[config.mk]
export PLATFORM = sky130hd
export DESIGN_NAME = ps2_host_tx
export DESIGN_NICKNAME = d
export VERILOG_FILES = /design/src/rtl/ps2_pkg.sv /design/src/rtl/ps2_sync_edge.sv /design/src/rtl/ps2_host_tx.sv
export SDC_FILE = /design/constraint.sdc
export NUM_CORES = 1
export LEC_CHECK = 0
export ABC_AREA = 1
export ABC_CLOCK_PERIOD_IN_PS = 2200
export CAP_MARGIN = 20
export CORE_ASPECT_RATIO = 0.9
export CORE_MARGIN = 4
export CORE_UTILIZATION = 59
export DETAILED_ROUTE_END_ITERATION = 6
export GPL_TIMING_DRIVEN = 0
export PLACE_DENSITY = 0.88
export SLEW_MARGIN = 20
export SYNTH_ARGS = -nofsm -noshare
export SYNTH_HDL_FRONTEND = slang
export SYNTH_SLANG_ARGS = --single-unit
[constraint.sdc]
create_clock -name clk -period 2.2 [get_ports clk]
set_input_delay 0.22 -clock clk [delete_from_list [all_inputs] [get_ports clk]]
set_output_delay 0.22 -clock clk [all_outputs]
set_load 0.01 [all_outputs]
[src/rtl/ps2_pkg.sv]
// Shared PS/2 definitions: FSM state codes, frame constants and the host-to-device frame builder.
package ps2_pkg;

  typedef logic [2:0] ps2_state_t;

  localparam ps2_state_t IDLE      = 3'd0;
  localparam ps2_state_t INHIBIT   = 3'd1;
  localparam ps2_state_t REQ       = 3'd2;
  localparam ps2_state_t ACK       = 3'd3;
  localparam ps2_state_t WAIT_IDLE = 3'd4;

  localparam int         PS2_FRAME_BITS  = 11;
  localparam logic [7:0] PS2_CMD_SET_LED = 8'hED;
  localparam logic [7:0] PS2_CMD_RESET   = 8'hFF;

  // Bits shifted out after the start bit: data LSB first, odd parity, stop.
  function automatic logic [9:0] ps2_tx_frame(input logic [7:0] data);
    return {1'b1, ~^data, data};
  endfunction

endpackage

[src/rtl/ps2_sync_edge.sv]
// Two-flop synchronisers for the PS/2 clock and data lines plus a falling-edge strobe on the clock.
module ps2_sync_edge (
  input  logic clk,
  input  logic rst,
  input  logic i_clk_async,
  input  logic i_data_async,
  output logic o_clk_sync,
  output logic o_data_sync,
  output logic o_clk_fall
);

  logic [2:0] r_clk_sh;
  logic [1:0] r_data_sh;

  // Idle PS/2 lines float high, so the chains reset to 1 to avoid a false edge.
  always_ff @(posedge clk or posedge rst) begin
    if (rst) begin
      r_clk_sh  <= '1;
      r_data_sh <= '1;
    end else begin
      r_clk_sh  <= {r_clk_sh[1:0], i_clk_async};
      r_data_sh <= {r_data_sh[0], i_data_async};
    end
  end

  assign o_clk_sync  = r_clk_sh[1];
  assign o_data_sync = r_data_sh[1];
  assign o_clk_fall  = r_clk_sh[2] & ~r_clk_sh[1];

endmodule

[src/rtl/ps2_host_tx.sv]
// PS/2 host-to-device command transmitter driving open-drain pull-low enables on ps2_clk/ps2_data.
module ps2_host_tx
  import ps2_pkg::*;
#(
  parameter int INHIBIT_CYCLES = 5000,
  parameter int TIMEOUT_CYCLES = 750000
) (
  input  logic       clk,
  input  logic       rst,
  input  logic       tx_valid,
  input  logic [7:0] tx_data,
  output logic       tx_ready,
  input  logic       ps2_clk_in,
  input  logic       ps2_data_in,
  output logic       ps2_clk_oe,
  output logic       ps2_data_oe,
  output logic       busy,
  output logic       done,
  output logic       ack_err,
  output logic       timeout
);

  localparam int INH_W = (INHIBIT_CYCLES > 1) ? $clog2(INHIBIT_CYCLES) : 1;
  localparam int TO_W  = (TIMEOUT_CYCLES > 1) ? $clog2(TIMEOUT_CYCLES) : 1;
  localparam logic [INH_W-1:0] INH_LAST  = INH_W'(INHIBIT_CYCLES - 1);
  localparam logic [TO_W-1:0]  TO_LAST   = TO_W'(TIMEOUT_CYCLES - 1);
  localparam logic [3:0]       LAST_FALL = 4'(PS2_FRAME_BITS - 2);

  ps2_state_t       r_state;
  logic [INH_W-1:0] r_inh_cnt;
  logic [TO_W-1:0]  r_to_cnt;
  logic [3:0]       r_bit_cnt;
  logic [9:0]       r_shreg;
  logic             r_clk_oe;
  logic             r_data_oe;
  logic             r_done;
  logic             r_ack_err;
  logic             r_timeout;
  logic             r_ack_ok;

  logic w_clk_sync;
  logic w_data_sync;
  logic w_fall;
  logic w_accept;
  logic w_to_hit;

  ps2_sync_edge u_sync (
    .clk          (clk),
    .rst          (rst),
    .i_clk_async  (ps2_clk_in),
    .i_data_async (ps2_data_in),
    .o_clk_sync   (w_clk_sync),
    .o_data_sync  (w_data_sync),
    .o_clk_fall   (w_fall)
  );

  assign w_accept = tx_valid && (r_state == IDLE);
  assign w_to_hit = (r_to_cnt == TO_LAST);

  // Frame shifter carries payload only; it is always loaded before use.
  always_ff @(posedge clk) begin
    if (w_accept) begin
      r_shreg <= ps2_tx_frame(tx_data);
    end else if (w_fall && (r_state == REQ)) begin
      r_shreg <= {1'b1, r_shreg[9:1]};
    end
  end

  always_ff @(posedge clk or posedge rst) begin
    if (rst) begin
      r_state   <= IDLE;
      r_inh_cnt <= '0;
      r_to_cnt  <= '0;
      r_bit_cnt <= '0;
      r_clk_oe  <= 1'b0;
      r_data_oe <= 1'b0;
      r_done    <= 1'b0;
      r_ack_err <= 1'b0;
      r_timeout <= 1'b0;
      r_ack_ok  <= 1'b0;
    end else begin
      r_done    <= 1'b0;
      r_ack_err <= 1'b0;
      r_timeout <= 1'b0;

      // The watchdog only runs once the device owns the clock.
      if (w_fall || (r_state == IDLE) || (r_state == INHIBIT)) begin
        r_to_cnt <= '0;
      end else begin
        r_to_cnt <= r_to_cnt + 1'b1;
      end

      case (r_state)
        IDLE: begin
          if (w_accept) begin
            r_state   <= INHIBIT;
            r_clk_oe  <= 1'b1;
            r_data_oe <= 1'b0;
            r_inh_cnt <= '0;
            r_bit_cnt <= '0;
            r_ack_ok  <= 1'b0;
          end
        end
        INHIBIT: begin
          if (r_inh_cnt == INH_LAST) begin
            r_state   <= REQ;
            r_clk_oe  <= 1'b0;
            r_data_oe <= 1'b1;
          end else begin
            r_inh_cnt <= r_inh_cnt + 1'b1;
          end
        end
        REQ: begin
          if (w_fall) begin
            r_data_oe <= ~r_shreg[0];
            r_bit_cnt <= r_bit_cnt + 1'b1;
            if (r_bit_cnt == LAST_FALL) begin
              r_state <= ACK;
            end
          end else if (w_to_hit) begin
            r_state   <= IDLE;
            r_clk_oe  <= 1'b0;
            r_data_oe <= 1'b0;
            r_timeout <= 1'b1;
          end
        end
        ACK: begin
          if (w_fall) begin
            r_bit_cnt <= r_bit_cnt + 1'b1;
            r_state   <= WAIT_IDLE;
            r_ack_err <= w_data_sync;
            r_ack_ok  <= ~w_data_sync;
          end else if (w_to_hit) begin
            r_state   <= IDLE;
            r_clk_oe  <= 1'b0;
            r_data_oe <= 1'b0;
            r_timeout <= 1'b1;
          end
        end
        WAIT_IDLE: begin
          r_clk_oe  <= 1'b0;
          r_data_oe <= 1'b0;
          if (w_clk_sync && w_data_sync) begin
            r_state <= IDLE;
            r_done  <= r_ack_ok;
          end else if (w_to_hit) begin
            // An already-reported ack_err keeps the outcome pulses exclusive.
            r_state   <= IDLE;
            r_timeout <= r_ack_ok;
          end
        end
        default: begin
          r_state   <= IDLE;
          r_clk_oe  <= 1'b0;
          r_data_oe <= 1'b0;
        end
      endcase
    end
  end

  assign tx_ready    = (r_state == IDLE);
  assign busy        = ~tx_ready;
  assign ps2_clk_oe  = r_clk_oe;
  assign ps2_data_oe = r_data_oe;
  assign done        = r_done;
  assign ack_err     = r_ack_err;
  assign timeout     = r_timeout;

endmodule
### Yosys cells after proc, flatten, opt, wreduce, memory -nomap -nowiden

Cells that the tools add are included.

| storage, ports and cells | value |
|---|---|
| output and inout bits | 7 |
| input bits | 13 |
| word-level logic and storage cells | 94 |
| register bits | 60 |

| operators by class | value |
|---|---|
| bitwise logic cells | 5 |
| equal/unequal tests | 16 |
| muxes and demuxes | 39 |
| reductions and logical operators | 18 |
| add/sub/neg operators | 3 |

Operator list:

| operator | count |
|---|---|
| 2-to-1 mux 13 bit | 2 |
| case mux 13 bit (2 select lines) | 1 |
| 2-to-1 mux 3 bit | 7 |
| adder 20 x 1 -> 20 bit (second input constant) | 1 |
| equality test 20 bit (second input constant) | 1 |
| 2-to-1 mux 20 bit | 1 |
| 2-to-1 mux 1 bit | 18 |
| 2-to-1 mux 9 bit | 2 |
| case mux 3 bit (5 select lines) | 1 |
| AND reduction 3 bit | 5 |
| adder 13 x 1 -> 13 bit (second input constant) | 1 |
| equality test 13 bit (second input constant) | 1 |
| 2-to-1 mux 4 bit | 2 |
| != test 2 x 1 -> 1 bit (second input constant) | 4 |
| != test 2 bit (second input constant) | 4 |
| case mux 4 bit (2 select lines) | 1 |
| nonzero test 2 bit | 4 |
| XNOR reduction 8 bit | 1 |
| equality test 3 x 2 -> 1 bit (second input constant) | 2 |
| adder 4 x 1 -> 4 bit (second input constant) | 1 |
| equality test 4 bit (second input constant) | 1 |
| inverter 1 bit | 4 |
| case mux 1 bit (2 select lines) | 2 |
| case mux 1 bit (4 select lines) | 1 |
| 10 further kinds | 13 |

### Logic depth before layout (Yosys ltp)

Gate-level depths: netlist of run 1.

| logic depth | value |
|---|---|
| depth in word-level cells | 5 |
| depth in mapped cells | 10 |

### By module

A second synthesis of run 1 with hierarchy kept.

| second synthesis, totals | value |
|---|---|
| cells, all modules | 404 |
| area, all modules | 3,205.6 µm² |

By module, submodules not included:

| module | times used | cells an instance | area an instance (µm²) |
|---|---|---|---|
| ps2_host_tx | 1 | 396 | 3,060.4 |
| ps2_sync_edge | 1 | 8 | 145.1 |

### Worst setup path after synthesis of run 1

OpenSTA, ideal clock, no wires.

| timing path | value |
|---|---|
| path kind | flip-flop to flip-flop |
| start | register r_state[2] |
| end | register r_shreg[0], enable pin |
| slack | 0.643 ns |
| path buffers | 1 |
| stages on the path, launching flop included | 7 |
| library setup time | 0.334 ns |
| required time | 1.866 ns |
| arrival | 1.222 ns |
| clock period less this slack | 1.557 ns |
| cell sequence | dfrtp_1 inv_1 nand3_4 nor2_4 inv_2 buf_2 nand2_1 |

| between the ends | value |
|---|---|
| longest elaborated chain between the ends | 3 |
| elaborated cells on any way between the ends | 5 |
| classes of those cells | 1 x eq/ne; 4 x reduce/logical |

RTL lines:

| what | RTL line | source |
|---|---|---|
| start, declared | ps2_host_tx.sv:29 | `ps2_state_t r_state;` |
| start signal, assigned | ps2_host_tx.sv:71 | `r_state <= IDLE;` |
| start signal, assigned | ps2_host_tx.sv:96 | `r_state <= INHIBIT;` |
| start signal, assigned | ps2_host_tx.sv:106 | `r_state <= REQ;` |
| equality test 3 x 2 -> 1 bit or zero test 3 bit (tied branches) | ps2_host_tx.sv:64, ps2_host_tx.sv:57 |  |
| logical AND 1 bit (on tied branches) | ps2_host_tx.sv:64, ps2_host_tx.sv:57 |  |
| nonzero test 2 bit (no line) (*) | - |  |
| end signal, assigned | ps2_host_tx.sv:63 | `r_shreg <= ps2_tx_frame(tx_data);` |
| end signal, assigned | ps2_host_tx.sv:65 | `r_shreg <= {1'b1, r_shreg[9:1]};` |
| end, declared | ps2_host_tx.sv:33 | `logic [9:0] r_shreg;` |

Mark *: on every way between the ends. The rest lies on a longest branch, timed or not.
A chain may end at the register's enable or synchronous reset.

### Worst setup path in the final report of run 1

| timing path | value |
|---|---|
| start | register r_state[0] |
| end | output port tx_ready |

| between the ends | value |
|---|---|
| longest elaborated chain between the ends | 1 |

RTL lines:

| what | RTL line | source |
|---|---|---|
| zero test 3 bit | ps2_host_tx.sv:161 | `assign tx_ready = (r_state == IDLE);` |
| end, declared | ps2_host_tx.sv:12 | `output logic tx_ready,` |

Every way passes these cells.

==> results of run 1 <==
registers in the layout, indices dropped and copies added, names as in the netlist:
name	count
u_sync.r_clk_sh	3
r_bit_cnt	4
ps2_data_oe	1
done	1
r_inh_cnt	13
r_shreg	9
timeout	1
ack_err	1
r_state	3
ps2_clk_oe	1
r_to_cnt	20
u_sync.r_data_sh	2
r_ack_ok	1
power by group through the flow:
stage	Combinational [W]	Sequential, W	Clock [W]
global route	0.0000895	0.00114	0.00121
global placement	0.0000742	0.00116	0
floorplan	0.0000399	0.00116	0
CTS	0.0000809	0.00114	0.00116
detailed placement	0.0000803	0.00116	0
finish	0.0000789	0.00114	0.00115
metrics by stage:
stage / setup TNS, ps / instance area [sq um]
after floorplan: 0 / 3310
after global placement: -9410 / 3580
after detailed placement: 0 / 3600
after CTS: 0 / 3840
after global routing: 0 / 3840
final: 0 / 3840
worst max path at each step:
stage	endpoint	slack, ps	cells past startpoint
global placement	r_bit_cnt[2]	-210	2
finish	tx_ready	320	4
CTS	tx_ready	320	4
floorplan	r_shreg[0]	640	6
detailed placement	r_shreg[5]	340	6
global route	tx_ready	230	4
cell families after synthesis:
kind of cell,share of synthesized area [%]
simple gates,32.3
flops,46.9
buf+inv,7.26
compound gates,8.06
xor+xnor,3.97
fa+ha+maj,1.51
routing by layer:
metal  part of all wire (%)  wire (microns)  GRT usage [%]  up-vias
met3                    6.4             473           6.74       25
li1                       -               -              -     1410
met2                     50            3650           40.3      121
met5                      0               0              0        -
met1                     41            3030           29.5     1362
met4                    2.5             180           8.57        0
worst max-delay path: stages (launching register included):
cell,delay [ps]
dfrtp_1,440
inv_1,150
nand3_4,120
inv_1,70
clkdlybuf4s50_1,530
layout by cell type, fill, tap and decap left out, drive strengths merged:
cell	instances
clkbuf	11
xnor2	9
clkinvlp	2
xor2	6
nand3	35
clkinv	1
dfstp	5
o22ai	1
nor2	62
nor4	2
inv	49
buf	8
nand3b	2
o21ai	28
dfrtp	46
a21oi	10
o21bai	1
nand2	113
edfxtp	9
nor3	5
or2	1
nor3b	1
ha	4
clkdlybuf4s50	19
a21boi	1
bufinv	2
nand4	17
o21a	1
final cells by class:
class | instances | share of cell area (%)
multi-input combinational | 299 | 39.5
clock inverter | 5 | 2.18
inverter | 49 | 4.79
buffer | 7 | 1.47
tap | 67 | 2.18
clock buffer | 11 | 3.95
sequential | 60 | 40.5
timing repair buffer | 20 | 5.48
==> results_dict.tcl, run 1 <==
set metrics [dict create \
    peakVddDrop_mv 0.638 \
    dieArea_sq_mm 0.00687 \
    grt_pass1_vias 2763 \
    yosys.cell_types.count 36 \
    clock_sinks 60 \
    synthCells 415 \
    p_sw_w 0.000496 \
    grt_setup_unrepaired "false" \
    reg2reg_from "r_inh_cnt[0]" \
    post_drt_wl_per_cell_microns 14.2 \
    dieWidth_microns 86.9 \
    die_h_microns 79.0 \
    synth_most_common_cell "nand2_1" \
    boundaryPins 20 \
    grt_use_total_pct 24.0 \
    grt-ovfl-total 0 \
    r2r-end "ps2_clk_oe" \
    clkPwrFrac_pct 48.7 \
    worst_r2r_path_depth 9 \
    area_growth_pct 16.0 \
    swShare_pct 20.9 \
    syn-num-nets 432 \
    drt_wl_total_microns 7340 \
    status "complete, no violations" \
    crit_type "register to primary output" \
    r2r_slack_ps 430 \
    synth.top_cells.by_area "dfrtp_1 35%, nand2_1 12%, edfxtp_1 8.2%" \
    worstMarginPinSlew_ps 606 \
    routed_via_density 5.63 \
    cp.arrival_ps 1660 \
    yosys.area.top_type_share_pct 34.8 \
    diodes 0 \
    clock.fmax_mhz 533 \
    cts_tree "yes" \
    first_iter_violations 316 \
    relSlewSlack_pct 59.4 \
    synth_edf_count 9 \
    syn_avg_cell_area_sq_um 7.97 \
    worst_hold_slack_ps 168 \
    cts_buffers 9 \
    start_util_pct 61.8 \
    grt_start_max_net_pins 36 \
    drv_slew 0 \
    post-route-period-util_pct 85.3 \
    maxCapViolCount 0 \
    fin_skew_ps 9.13 \
    pre_cts_ws_ps 339 \
    fin_ws_ps 323 \
    ys_seq_area_share_pct 46.9 \
    path_max_fanout 5 \
    drc_errors 0 \
    p_leak_nw 1.66 \
    cts_max_level 3 \
    cts_resized 0 \
    synth_largest_area_cell "dfrtp_1" \
    firstDrtPassIters 5 \
    fin_crit_ps 1880 \
    ctsRootBufferMaster "clkbuf_8" \
    placedCellCount 502 \
    grt_pass1_wl_microns 12800 \
    cts_hold_buf 0 \
    fillCellCount 393 \
    min_path_type "input port to asynchronous set/reset pin" \
    seqPwrFrac_pct 47.9 \
    via_count 2918 \
    cts_setup_buffers 0 \
    ant_nets 0 \
    path_clk_slew_ps 70 \
    cp-end-kind "primary output" \
    place_congestion 0.945 \
    setup_viol 0 \
    regArea_sq_mm 0.00155 \
    rows 25 \
    synthArstFlopShare_pct 85.0 \
    power.total_w 0.00237 \
    cts_buffer_depth 2 \
    internal_power_w 0.00187 \
    syn-cell-area_sq_mm 0.00331 \
    drive_above_1_share_pct 12.6 \
    io_buffers 19 \
    yosysWarnings 0 \
    hpwlAfterDp_microns 5200 \
    cp.required_ps 1980 \
    netlist_top_cells_count "109 x nand2_1, 56 x nor2_1, 46 x dfrtp_1, 46 x inv_1, 32 x nand3_1" \
    fin_nets 463 \
    final_util_pct 71.7 \
    antenna_found_initial 0 \
    ys.flop_type "dfrtp_1" \
    multiInputGateArea_sq_mm 0.00152 \
    fin_cells 518 \
    clock_latency_ps 350 \
    start_kind "register" \
    hold_viol_final 0 \
    crit_start "r_state[0]" \
    power_frac_comb_pct 3.3 \
    coreArea_sq_mm 0.00535 \
    synth-seq-cells 60 \
    powerDensity_mw_per_mm2 617 \
]
(Power assumes the default switching activity.)
==> inputs of run 2 (changes only) <==
Settings changed: CAP_MARGIN 20 to not set, CORE_ASPECT_RATIO 0.9 to 0.6, CORE_UTILIZATION 59 to 63, DONT_BUFFER_PORTS set to 1.
==> run 2 against run 1 <==
  * Global-route usage grew 2.0 points
  * Sequential power is essentially flat
  * Critical path type is now register to register
  * Largest power group is now sequential cells
  * First-iteration DRC count shrank 22%
  * Utilization shrank 0.68 points
  * Largest cell class unchanged
==> results_dict.tcl, run 2 (synthesis results as in run 1) <==
set metrics [dict create \
    status "complete, no violations" \
    final_common_cell "nand2_1" \
    drive_above_1_share_pct 12.9 \
    slowest_stage "dfrtp_1" \
    drc_errors 0 \
    fin_tns_setup_ps 0 \
    p_leak_nw 1.57 \
    area_growth_pct 9.11 \
    diodes 0 \
    antenna_found_initial 0 \
    slowest_delay_ps 450 \
    whs_path_depth 2 \
    reg_top3 "r_to_cnt (20), r_inh_cnt (13), r_shreg (9)" \
    power.total_w 0.00204 \
    path_max_fanout 10 \
    start_kind "register" \
    relSlewSlack_pct 56.8 \
    r2r_slack_ps 340 \
    ant_nets 0 \
    cts_buffer_depth 2 \
    coreArea_sq_mm 0.00508 \
    powerDensity_mw_per_mm2 565 \
    hpwlAfterDp_microns 5470 \
    clock_latency_ps 350 \
    ctsRootBufferMaster "clkbuf_8" \
    fin_crit_ps 1860 \
    firstDrtPassIters 5 \
    worstMarginPinSlew_ps 646 \
    grt_pass1_wl_microns 12900 \
    peakVddDrop_mv 0.551 \
    largest_reg_flops 20 \
    dieArea_sq_mm 0.00651 \
    cts_resized 0 \
    boundaryPins 20 \
    clock.fmax_mhz 536 \
    clock_sinks 60 \
    fin_nets 447 \
    grt_pass1_vias 2843 \
    routed_via_density 5.65 \
    cts_tree "yes" \
    setup_viol 0 \
    fin_skew_ps 6.71 \
    grt_use_total_pct 26.1 \
    post-route-period-util_pct 84.7 \
    grt_start_max_net_pins 34 \
    cts_setup_buffers 0 \
    crit_chain "inv_1 -> nand3_4 -> nor2_4 -> inv_2 -> buf_2 -> nand2_1" \
    path_clk_slew_ps 70 \
    top_register "r_to_cnt" \
    io_buffers 0 \
    cp.required_ps 2200 \
    dieWidth_microns 102 \
    rows 20 \
    grt-ovfl-total 0 \
    drt_wl_total_microns 7290 \
    drv_slew 0 \
    fillCellCount 383 \
    cp.arrival_ps 1870 \
    final_util_pct 71.1 \
    maxCapViolCount 0 \
    via_count 2833 \
    grt_setup_unrepaired "false" \
    cts_buffers 9 \
    hold_viol_final 0 \
    worst_r2r_path_depth 6 \
    place_congestion 0.942 \
    crit_type "register to register" \
    first_iter_violations 248 \
    min_path_type "input port to register" \
    post_drt_wl_per_cell_microns 14.5 \
    cts_max_level 3 \
    cp-end-kind "register" \
    die_h_microns 64.1 \
    layout_common_cells "109 x nand2_1, 56 x nor2_1, 46 x dfrtp_1" \
    start_util_pct 65.1 \
]
run 2: changes by cell type in the layout (fill, tap and decap cells not counted), sizes merged:
| cell | change |
|---|---|
| bufinv | -2 |
| clkbuf | -1 |
| clkdlybuf4s50 | -19 |
| clkinvlp | +2 |
| dlygate4sd3 | +3 |
| inv | +1 |
run 2: area by class of cell:
cell class / instances / area, sq um / share of cell area, %
plain buffers: 7 / 56.3 / 1.56
clock buffers: 10 / 128 / 3.54
clock inverters: 6 / 41.3 / 1.14
inverters: 49 / 184 / 5.10
multi-input cells: 299 / 1520 / 42.0
flip-flops and latches: 60 / 1550 / 43.0
well taps: 66 / 82.6 / 2.29
repair buffers: 4 / 50.0 / 1.39
run 2: routing by layer:
layer / global-route usage [%] / vias to the layer above / wire length, microns
met3: 7.42 / 17 / 517
met1: 37.8 / 1336 / 3520
met4: 10.4 / 0 / 102
met2: 36.8 / 109 / 3150
met5: 0 / - / 0
li1: - / 1371 / -
run 2: worst paths after layout:
path                                          start                   to
max in group asynchronous                       rst   u_sync.r_clk_sh[1]
worst max register to register           r_state[0]           r_shreg[0]
min in group asynchronous                       rst         r_inh_cnt[9]
worst min-delay path                     tx_data[4]           r_shreg[4]
worst max-delay path                     r_state[0]           r_shreg[0]
worst min register to register  u_sync.r_data_sh[0]  u_sync.r_data_sh[1]
run 2: worst max-delay path, delay by kind of cell, from the launching register on:
kind	cells	cell delay, ps
AND/OR/NAND/NOR	3	620
flip-flops	1	450
buffers and inverters	3	450
run 2: where the power goes:
group          switching, W  internal [W]
Sequential       0.00000323       0.00113
Combinational     0.0000343     0.0000228
Clock              0.000443      0.000405
run 2: metrics by stage:
step	area, sq um	hold WS, ps	worst slack, ps	instances
after floorplan	3310	224	643	415
after global placement	3390	225	158	481
after detailed placement	3410	147	384	482
after CTS	3610	53.7	359	501
after global routing	3610	66.8	199	501
final	3610	58.9	336	501
run 2: timing repair:
item | in CTS | in global routing
hold endpoints to repair | 20 | 0
hold buffers | 3 | 0
setup endpoints to repair | 0 | 0
==> inputs of run 3 (changes only) <==
Settings changed: ABC_CLOCK_PERIOD_IN_PS 2200 to 1710, CORE_UTILIZATION 63 to 57, PLACE_DENSITY 0.88 to 0.84.
Clock period 2.2 ns to 1.71 ns, I/O delays scaled along.
==> run 3 against run 2 <==
  * The run now ends with setup timing left
  * Cell count is 5.2% higher
  * Sequential power is 28% higher
  * Flip-flop and latch count stayed put
  * Worst hold slack worse by 45 ps
  * Via count is 2.1% higher
  * Cell area is 6.4% higher
  * Die area is 9.4% higher
  * Worst setup slack worse by 360 ps
  * Critical endpoint is now r_state[1]
  * Largest cell class is now multi-input gates
  * Largest power group unchanged
==> results_dict.tcl, run 3 (synthesis results as in run 1) <==
set metrics [dict create \
    worstMarginPinSlew_ps 565 \
    cts_tree "yes" \
    violations "setup timing" \
    crit_path_frequent_cell "nand2_1" \
    power_frac_comb_pct 3.0 \
    min_path_type "input port to register" \
    dieWidth_microns 106 \
    reg_top3 "r_to_cnt (20), r_inh_cnt (13), r_shreg (9)" \
    die_h_microns 67.0 \
    final_common_cell "nand2_1" \
    clkPwrFrac_pct 45.4 \
    powerDensity_mw_per_mm2 737 \
    ctsRootBufferMaster "clkbuf_8" \
    p_sw_w 0.000641 \
    clock_latency_ps 350 \
    cts_buffer_depth 2 \
    worst-path-buf-inv 2 \
    fin_ws_ps -20.9 \
    post-route-period-util_pct 101 \
    firstDrtPassIters 5 \
    routed_via_density 5.49 \
    cp-end-kind "register" \
    grt_pass1_wl_microns 12500 \
    clock.fmax_mhz 578 \
    post_drt_wl_per_cell_microns 14.7 \
    start_util_pct 59.1 \
    p_leak_nw 1.67 \
    fin_crit_ps 1730 \
    hold_viol_final 0 \
    fin_skew_ps 8.28 \
    area_growth_pct 16.1 \
    hpwlAfterDp_microns 5180 \
    grt_use_total_pct 23.0 \
    rows 21 \
    cp.required_ps 1950 \
    cts_buffers 9 \
    power.total_w 0.00283 \
    pre_cts_ws_ps -81.3 \
    clock_sinks 60 \
    first_iter_violations 306 \
    slowest_delay_ps 420 \
    via_count 2893 \
    drive_above_1_share_pct 16.6 \
    start_kind "register" \
    grt-ovfl-total 0 \
    layout_common_cells "108 x nand2_1, 54 x nor2_1, 45 x dfrtp_1" \
    placed_area_sq_mm 0.00343 \
    crit_chain "ha_2 -> buf_6 -> nand2_1 -> nor2_1 -> nand3_2 -> a21oi_4 -> buf_4 -> nand3_1 -> nand2_1 -> nand2_1" \
    setup_viol 1 \
    ant_nets 0 \
    relSlewSlack_pct 62.3 \
    peakVddDrop_mv 0.657 \
    coreArea_sq_mm 0.00560 \
    io_buffers 0 \
    dieArea_sq_mm 0.00713 \
    maxCapViolCount 0 \
    drt_wl_total_microns 7740 \
    path_max_fanout 5 \
    place_congestion 0.949 \
    antenna_found_initial 0 \
    crit_type "register to register" \
    final_area_sq_mm 0.00384 \
    drv_slew 0 \
    cts_max_level 3 \
    top_register "r_to_cnt" \
    fin_nets 459 \
    seqPwrFrac_pct 51.6 \
    cp.arrival_ps 1970 \
    diodes 0 \
    path_clk_slew_ps 70 \
    swShare_pct 22.7 \
    internal_power_w 0.00219 \
    slowest_stage "dfrtp_1" \
    largest_reg_flops 20 \
    grt_start_max_net_pins 27 \
    status "finished with violations" \
    boundaryPins 20 \
    crit_family "simple AND/OR/NAND/NOR gates" \
    grt_pass1_vias 2646 \
    drc_errors 0 \
]
-- run 3: cell types whose count changed in the layout (fill, tap and decap cells not counted), sizes merged --
cell | previous run | this run
buf | 8 | 15
clkbuf | 10 | 12
clkinvlp | 4 | 2
dlygate4sd3 | 3 | 8
-- run 3: worst paths after layout --
kind | from | end | slack [ps] | cells after the start
worst max register to register | r_inh_cnt[0] | r_state[1] | -20 | 10
worst max-delay path | r_inh_cnt[0] | r_state[1] | -20 | 10
worst min-delay path | tx_data[7] | r_shreg[7] | 10 | 2
worst min register to register | u_sync.r_clk_sh[0] | u_sync.r_clk_sh[1] | 360 | 0
max in group asynchronous | rst | u_sync.r_data_sh[1] | 760 | 3
min in group asynchronous | rst | r_inh_cnt[12] | 330 | 2
-- run 3: metal layers --
metal / part of all wire [%] / global-route usage, % / vias to the layer above
li1: - / - / 1401
met1: 44 / 32.6 / 1321
met2: 44 / 33.6 / 156
met3: 9.6 / 6.78 / 15
met4: 1.5 / 7.75 / 0
met5: 0 / 0 / -
-- run 3: cell type report --
type	instances	area (sq um)
buffer	7	65.1
multi-input combinational	299	1580
fill	426	1760
clock buffer	12	176
timing repair buffer	16	153
inverter	49	184
tap	80	100
sequential	60	1550
clock inverter	4	28.8
-- run 3: worst reg2reg max path: stages (launching register included) --
cell and delay (ps):
dfrtp_1 420, ha_2 210, buf_6 110, nand2_1 50, nor2_1 130, nand3_2 150
a21oi_4 220, buf_4 150, nand3_1 70, nand2_1 80, nand2_1 50
-- run 3: metrics by stage --
stage	TNS [ps]	instances	hold slack, ps	util [%]
CTS	0	519	0.508	66.2
finish	-20.9	527	14.1	68.6
global route	-395	527	10.1	68.6
floorplan	0	415	175	-
global placement	-13420	495	176	60.9
detailed placement	-729	496	147	61.3
-- run 3: what timing repair did --
| action | in CTS | in global routing |
|---|---|---|
| endpoints found under the setup margin | 9 | 37 |
| hold buffers | 7 | 1 |
| endpoints found under the hold margin | 31 | 1 |
| pin swaps | 0 | 5 |
| gates resized for setup | 1 | 18 |
| setup buffers | 0 | 7 |
-- run 3: power groups by stage --
stage          clock network [W]   logic, W  registers (W)
4_1_cts                  0.00130  0.0000819        0.00146
5_1_grt                  0.00137  0.0000946        0.00146
3_3_place_gp                   0  0.0000616        0.00149
3_5_place_dp                   0  0.0000683        0.00149
6_report                 0.00128  0.0000850        0.00146
2_1_floorplan                  0  0.0000514        0.00149
